[config.mk]
export PLATFORM = sky130hd
export DESIGN_NAME = bus_arbiter
export DESIGN_NICKNAME = d
export VERILOG_FILES = /design/src/rtl/bus_arbiter.sv
export SDC_FILE = /design/constraint.sdc
export NUM_CORES = 1
export LEC_CHECK = 0
export ABC_AREA = 1
export CORE_MARGIN = 2
export CORE_UTILIZATION = 40
export CTS_BUF_LIST = sky130_fd_sc_hd__clkbuf_8 sky130_fd_sc_hd__clkbuf_16
export DETAILED_ROUTE_END_ITERATION = 10
export HOLD_SLACK_MARGIN = 0.1
export PLACE_DENSITY = 0.79
export REMOVE_ABC_BUFFERS = 1
export SYNTH_ARGS = -nofsm -noshare
export SYNTH_HDL_FRONTEND = slang
export SYNTH_SLANG_ARGS = --single-unit
[constraint.sdc]
create_clock -name clk -period 2.8 [get_ports clk]
set_input_delay 0.7 -clock clk [delete_from_list [all_inputs] [get_ports clk]]
set_output_delay 0.7 -clock clk [all_outputs]
set_load 0.02 [all_outputs]
[src/rtl/bus_arbiter.sv]
// Round-robin arbiter sharing one 16-bit address / 8-bit data memory bus among NREQ requesters.
// Optional macro BUS_ARB_VSYNC_PRIO_EN: requester 0 wins outright while vsync is high.
module bus_arbiter #(
  parameter int NREQ   = 3,
  parameter int RD_LAT = 0
) (
  input  logic                 clk,
  input  logic                 reset,
  input  logic [NREQ-1:0]      req,
  input  logic [NREQ-1:0]      req_rw,
  input  logic [16*NREQ-1:0]   req_addr,
  input  logic [8*NREQ-1:0]    req_wdata,
  input  logic                 vsync,
  output logic [NREQ-1:0]      grant,
  output logic [NREQ-1:0]      ack,
  output logic [7:0]           rdata,
  output logic [15:0]          mem_addr,
  output logic [7:0]           mem_wdata,
  output logic                 mem_rw,
  input  logic [7:0]           mem_rdata
);

  localparam int LW = (NREQ > 1) ? $clog2(NREQ) : 1;

  typedef enum logic [1:0] {IDLE, BUS, WAIT, ACK} state_t;

  state_t          state_q, state_d;
  logic [LW-1:0]   last_q, last_d;
  logic [1:0]      cnt_q, cnt_d;
  logic [NREQ-1:0] grant_q, grant_d;
  logic [NREQ-1:0] ack_q, ack_d;
  logic [7:0]      rdata_q, rdata_d;
  logic [15:0]     mem_addr_q, mem_addr_d;
  logic [7:0]      mem_wdata_q, mem_wdata_d;
  logic            mem_rw_q, mem_rw_d;

  logic [15:0] addr_a  [NREQ];
  logic [7:0]  wdata_a [NREQ];

  for (genvar g = 0; g < NREQ; g++) begin : g_unpack
    assign addr_a[g]  = req_addr[16*g +: 16];
    assign wdata_a[g] = req_wdata[8*g +: 8];
  end

  logic [LW-1:0] win;
  logic [LW-1:0] idx;
  logic          found;
  logic          rr_upd;

  // Circular search starting just after the previous winner.
  always_comb begin
    win    = last_q;
    idx    = '0;
    found  = 1'b0;
    rr_upd = 1'b1;
    for (int k = 1; k <= NREQ; k++) begin
      idx = LW'((int'(last_q) + k) % NREQ);
      if (!found && req[idx]) begin
        found = 1'b1;
        win   = idx;
      end
    end
`ifdef BUS_ARB_VSYNC_PRIO_EN
    // Vsync priority leaves the pointer alone so fairness resumes afterwards.
    if (vsync && req[0]) begin
      win    = '0;
      rr_upd = 1'b0;
    end
`endif
  end

`ifndef BUS_ARB_VSYNC_PRIO_EN
  logic unused_vsync;
  assign unused_vsync = vsync;
`endif

  always_comb begin
    state_d     = state_q;
    last_d      = last_q;
    cnt_d       = cnt_q;
    grant_d     = grant_q;
    ack_d       = ack_q;
    rdata_d     = rdata_q;
    mem_addr_d  = mem_addr_q;
    mem_wdata_d = mem_wdata_q;
    mem_rw_d    = mem_rw_q;
    case (state_q)
      IDLE: begin
        grant_d  = '0;
        ack_d    = '0;
        mem_rw_d = 1'b0;
        if (|req) begin
          grant_d[win] = 1'b1;
          mem_addr_d   = addr_a[win];
          mem_wdata_d  = wdata_a[win];
          mem_rw_d     = req_rw[win];
          if (rr_upd) last_d = win;
          state_d = BUS;
        end
      end
      BUS: begin
        // mem_rw_q still carries the direction latched at arbitration.
        mem_rw_d = 1'b0;
        if (mem_rw_q) begin
          ack_d   = grant_q;
          state_d = ACK;
        end else if (RD_LAT == 0) begin
          rdata_d = mem_rdata;
          ack_d   = grant_q;
          state_d = ACK;
        end else begin
          cnt_d   = 2'(RD_LAT - 1);
          state_d = WAIT;
        end
      end
      WAIT: begin
        if (cnt_q == 2'd0) begin
          rdata_d = mem_rdata;
          ack_d   = grant_q;
          state_d = ACK;
        end else begin
          cnt_d = cnt_q - 2'd1;
        end
      end
      ACK: begin
        ack_d   = '0;
        grant_d = '0;
        state_d = IDLE;
      end
      default: state_d = IDLE;
    endcase
  end

  always_ff @(posedge clk) begin
    if (reset) begin
      state_q     <= IDLE;
      last_q      <= LW'(NREQ - 1);
      cnt_q       <= '0;
      grant_q     <= '0;
      ack_q       <= '0;
      rdata_q     <= '0;
      mem_addr_q  <= '0;
      mem_wdata_q <= '0;
      mem_rw_q    <= 1'b0;
    end else begin
      state_q     <= state_d;
      last_q      <= last_d;
      cnt_q       <= cnt_d;
      grant_q     <= grant_d;
      ack_q       <= ack_d;
      rdata_q     <= rdata_d;
      mem_addr_q  <= mem_addr_d;
      mem_wdata_q <= mem_wdata_d;
      mem_rw_q    <= mem_rw_d;
    end
  end

  assign grant     = grant_q;
  assign ack       = ack_q;
  assign rdata     = rdata_q;
  assign mem_addr  = mem_addr_q;
  assign mem_wdata = mem_wdata_q;
  assign mem_rw    = mem_rw_q;

endmodule

# [Word level (Yosys, flattened, before mapping)]
# Index checks and enable logic that the tools add are counted.
[op_classes] addsub=4 n_div=3 order_cmp=6 n_eq_ne=6 mux=33 n_bitwise=2 n_reduce_logical=16
[ops] cell="modulo 32 x 3 -> 32 bit, second input constant" count=3
[ops] cell="binary-select mux 16 bit (select 2 bit)" count=1
[ops] cell="2-to-1 mux 16 bit" count=2
[ops] cell="2-to-1 mux 8 bit" count=4
[ops] cell="binary-select mux 8 bit (select 2 bit)" count=1
[ops] cell="case mux 8 bit (2 select lines)" count=1
[ops] cell="less-than comparator 2 x 3 -> 1 bit, second input constant" count=4
[ops] cell="2-to-1 mux 2 bit" count=5
[ops] cell="case mux 3 bit (3 select lines)" count=1
[ops] cell="binary-select mux 1 bit (select 2 bit)" count=4
[ops] cell="2-to-1 mux 1 bit" count=8
[ops] cell="case mux 2 bit (4 select lines)" count=1
[ops] cell="adder 2 x 2 -> 3 bit, second input constant" count=2
[ops] cell="2-to-1 mux 3 bit" count=2
[ops] cell="inequality test 2 bit, second input constant" count=3
[ops] cell="case mux 3 bit (2 select lines)" count=1
[ops] cell="AND reduction 2 bit" count=3
[ops] cell="nonzero test 2 bit" count=3
[ops] cell="equality test 2 bit, second input constant" count=2
[ops] cell="zero test 2 bit" count=2
[ops] cell="adder 2 x 1 -> 3 bit, second input constant" count=1
[ops] cell="greater-or-equal comparator 3 bit, second input constant" count=1
[ops] cell="logical AND 1 bit" count=3
[ops] cell="inverter 2 -> 3 bit" count=1
[ops] cell="other kinds (10)" count=11
[totals] regBits=45 out_inout_bits=39

# [Logic depth before layout (Yosys ltp)]
[logic_depth] word_depth=17 depth_mapped=18 depth_no_buf=17

# [Worst setup path before layout]
# No wires, ideal clock.
[synth_timing] path_type="register -> register" start="register last_q[0]" end="register mem_addr_q[3] (netlist: mem_addr[3])" setup_ps=117 arrival_ps=2007 setup_slack_ps=676 stages_incl_launch_ff=14 n_path_buf=1 synth_period_minus_slack_ps=2124 cell_sequence="dfxtp_1 > inv_1 > ha_1 > inv_2 > nand3_1 > nand2_1 > nand4_4 > o21ai_2 > nor2_8 > buf_6 > nand2_1 > nand2_1 > nor2_1 > nor2_1"
[synth_via] elab_chain_len=15 elab_cells_between_ends=25
[synth_rtl] element="from (decl)" line="28" text="logic [LW-1:0] last_q, last_d;"
[synth_rtl] element="from (signal assigned)" line="137" text="last_q <= LW'(NREQ - 1);"
[synth_rtl] element="from (signal assigned)" line="147" text="last_q <= last_d;"
[synth_rtl] element="adder 2 x 1 -> 3 bit" line="57" text="idx = LW'((int'(last_q) + k) % NREQ);"
[synth_rtl] element="modulo 32 x 3 -> 32 bit" line="57"
[synth_rtl] element="binary-select mux 1 bit (select 2 bit)" line="58" text="if (!found && req[idx]) begin"
[synth_rtl] element="2-to-1 mux 1 bit (implied by the code)" line="58"
[synth_rtl] element="2-to-1 mux 1 bit" line="58"
[synth_rtl] element="zero test 1 bit" line="58"
[synth_rtl] element="logical AND 1 bit" line="58"
[synth_rtl] element="2-to-1 mux 1 bit" line="58"
[synth_rtl] element="zero test 1 bit" line="58"
[synth_rtl] element="logical AND 1 bit" line="58"
[synth_rtl] element="2-to-1 mux 2 bit *" line="58"
[synth_rtl] element="inverter 2 -> 3 bit (implied by the code) *" line="94" text="mem_addr_d = addr_a[win];"
[synth_rtl] element="binary-select mux 16 bit (select 2 bit) *" line="94"
[synth_rtl] element="2-to-1 mux 16 bit (implied by the code) * (2 in a row)" line="94"
[synth_rtl] element="to (signal assigned)" line="152" text="mem_addr_q <= mem_addr_d;"
[synth_rtl] element="to (decl)" line="33" text="logic [15:0] mem_addr_q, mem_addr_d;"
# Every way passes the cells marked *; elsewhere a longest branch is shown, timed or not. The select of a mux whose other input is x is not followed.
# A chain may end at the register's enable or synchronous reset.

# [Final worst setup path]
[layout_timing] start="register last_q[0]" end="register mem_addr_q[12] (netlist: mem_addr[12])"
# The elaborated chain is that of the path after synthesis.

==> impl_results.md <==
- CP Capture Type: flip-flop
- Crit path DAT: 2.61 ns
- Post-Syn Instances: about 410
- Die Area: between 7000 and 8000 um^2
- Outcome: complete, but fails checks
- Remaining routing DRC violations: 5
- Final setup viols: 0
- Min-delay worst type: reg -> reg
- Post-Syn Area: 2680 um^2
- Hold_ws: about 0.45 ns
- Worst Hold Launch: rdata[5]
- Startpoint Class: flip-flop
- Post-Syn Area per Cell: ~6.6 um^2
- N_diodes: 0
- Num CTS Buffers: 5
- Setup TNS: 0 ns
- Final Hold Violating Endpoints: 0
- Global routing usage on met2: ~38%
- Clock power frac: a little under an eighth
- Clock latency on the worst-skew pair: roughly 0.3 ns
- Number of max-cap violations: 0
- # IOs: about 130
- Setup bufs post-CTS: 0
- Worst R2R End: mem_addr[12]
- Worst setup margin: between 0.3 and 0.4 ns
- Fin crit share: between 80% and 90%
- RSZ-0062 raised after global routing: no
- Global-route wire length before repair: around 12000 um
- Vias: slightly below 3000
- Core area: 6420 um^2
- Worst VDD drop: 386 uV
- CTS Buffer Depth: 2
- Placed Area: between 4000 and 5000 um^2
- RD Place Congestion: 0.917
- Pre-CTS setup slack: between 0.07 and 0.08 ns
- R2r setup slk: roughly 0.38 ns
- Hold EP: rdata[5]
- Overall Power: approximately 3.5 mW
- Pwr dens: approximately 850 nW/um^2
- Clock sink count: 45
- Yosys warns: 0
- Cts repair resizes: 0
- Drt first pass iters: 7
- Number of hold buffers added after CTS: 0
- Clk root buf: clkbuf_8
- CTS tree: done
- FF-to-FF path depth: 13
- Library cells used by synthesis: 28
- Reg power frac: between 20 and 25%
- Port bufs: between 100 and 150
- Largest net degree at the start of global routing: 37
- Utilization after layout: about 64%
- Layout cells sized above 1: approximately a tenth
- Clock skew: around 0.0067 ns
- Total Routing Usage GR: between 20% and 30%
- Post-synthesis register bit count: 45
- Synth-to-layout area growth: 53.3%
- Logic pwr share: roughly 63%
- Post-route ant nets: 0
- Row Count: 29
- Post-Layout Cell Count: between 600 and 700
- Storage element area: between 900 and 1000 um^2
- Layout Nets: between 600 and 700
- Initial antenna violation count: 0
- CP Data Required Time: roughly 3.0 ns
- Die Y: around 86 um
- Clk slew on worst S/H paths: around 0.090 ns
- Final Critical Period: around 2.4 ns
- Wire per inst: 11.8 um
- Post-route cell area: between 4000 and 5000 um^2
- P_leak: 1.78 nW
- Violated checks: DRC
- Vias in the first global route: around 2700
- Post-DP HPWL: ~5600 um
- Max FO, Critical Path: 15
- Worst hold path depth: 2
- Post-synthesis sequential area ratio: roughly 34%
- Met3 Use GR: under 10%
- Sw Ratio: a little under half
- Placed cells: between 500 and 600
- Filler Cell Count: 571
- Overflow after GRT: 0
- Final Max Slew Viols: 0
- Final WL: 7130 um
- H-Tree Depth: 2
- Worst r2r src: last_q[0]
- NetSw: 1.65 mW
- Least-Margin Pin Slew: approximately 0.91 ns
- Initial drt markers: 127
- Maximum achievable frequency: just over 400 MHz
- Crit path kind: reg -> reg
- Die Width: about 86 um
- Relative slew slack: 38.9%
- Starting density of the core: a little over two fifths
- Footprint of the multi-input gates: around 1600 um^2
- Met1 usage: between 20% and 30%
- Most Crowded Layer GR: met2
- Cell internal pwr: 1.83 mW
- Vias per Instance: between 4 and 5
## layout by cell type (no fill, tap or decap)
master,n
inv_1,24
nor3_1,2
nand3_1,16
nor2_1,55
dfxtp_1,45
buf_4,5
clkinvlp_4,1
inv_2,5
o21ai_2,1
clkinv_4,1
a211oi_1,1
nand2_4,5
nand3_2,1
nor2_4,1
nand3_4,2
a21oi_4,1
nand2_8,1
inv_6,1
o21ai_0,42
nand4_4,1
nand4_1,1
buf_12,2
nand2_1,135
clkdlybuf4s50_1,126
inv_4,1
nand2_2,15
ha_1,10
a21oi_1,21
nor2_8,1
o21ai_1,1
clkbuf_8,5
nor2_2,1
## synthesized netlist by cell type (all sizes together)
master  instances  area share [%]
a21oi          22             4.5
a211oi          1            0.28
ha             10             4.7
buf             7             2.8
inv            30             4.3
nor2           58             8.8
nand2         156              25
o21ai          44             8.4
nor3            2            0.37
nand4           2             1.0
nand3          19             4.7
clkbuf          9             1.3
dfxtp          45              34
## layout make-up
| type | count | area share, % |
|---|---|---|
| multi-input combinational | 314 | 38.0 |
| timing repair buffer | 133 | 32.6 |
| sequential | 45 | 21.9 |
| inverter | 30 | 2.80 |
| tap | 77 | 2.35 |
| clock buffer | 5 | 1.68 |
| clock inverter | 3 | 0.609 |
## logic make-up (layout without fill, tap and decap cells)
logic type	Yosys count	count (layout)	synth area share (%)
buffers and inverters	46	171	8.36
AOI/OAI and AO/OA	67	67	13.2
and+or+nand+nor	237	237	40.2
DFF	45	45	33.6
adders and majority gates	10	10	4.67
## worst max-delay path by stage
| stage | startpoint | end | slack (ns) | cells past startpoint |
|---|---|---|---|---|
| after floorplan | req[2] | last_q[1] | 0.09 | 5 |
| after global placement | req[0] | mem_addr[14] | 0.12 | 15 |
| after detailed placement | req[0] | mem_addr[14] | 0.08 | 15 |
| after CTS | last_q[0] | mem_addr[14] | 0.38 | 13 |
| after global routing | last_q[0] | mem_addr[6] | 0.21 | 16 |
| final | last_q[0] | mem_addr[12] | 0.38 | 13 |
## power groups by stage
| stage | logic [mW] | clock network [mW] | registers (mW) |
|---|---|---|---|
| final | 2.21 | 0.418 | 0.856 |
| after global routing | 2.46 | 0.461 | 0.878 |
| after CTS | 2.23 | 0.431 | 0.856 |
| after detailed placement | 2.22 | 0 | 0.870 |
| after global placement | 2.18 | 0 | 0.864 |
| after floorplan | 1.27 | 0 | 1.02 |
## flip-flops by register name (all words and copies together), names as in the netlist
| signal | flops |
|---|---|
| mem_addr | 16 |
| mem_wdata | 8 |
| rdata | 8 |
| ack | 3 |
| grant | 3 |
| cnt_q | 2 |
| last_q | 2 |
| state_q | 2 |
| mem_rw | 1 |
## worst max-delay path: stages (launching register included)
cell     delay (ns)
dfxtp_1        0.39
inv_1          0.11
ha_1           0.38
inv_2          0.16
nand3_1        0.09
nand2_1        0.19
nand4_4        0.19
o21ai_2        0.29
nor2_8         0.04
buf_4          0.19
nand2_1        0.07
nand2_1        0.04
nor2_1         0.12
nor2_1         0.05
## layer usage
metal	wire length [um]	share of wire, %	up-vias
met5	0	0	-
met4	99	1.4	0
met3	561	7.9	7
met2	3680	52	102
met1	2790	39	1269
li1	-	-	1520
Power figures use the tool's default switching activity.
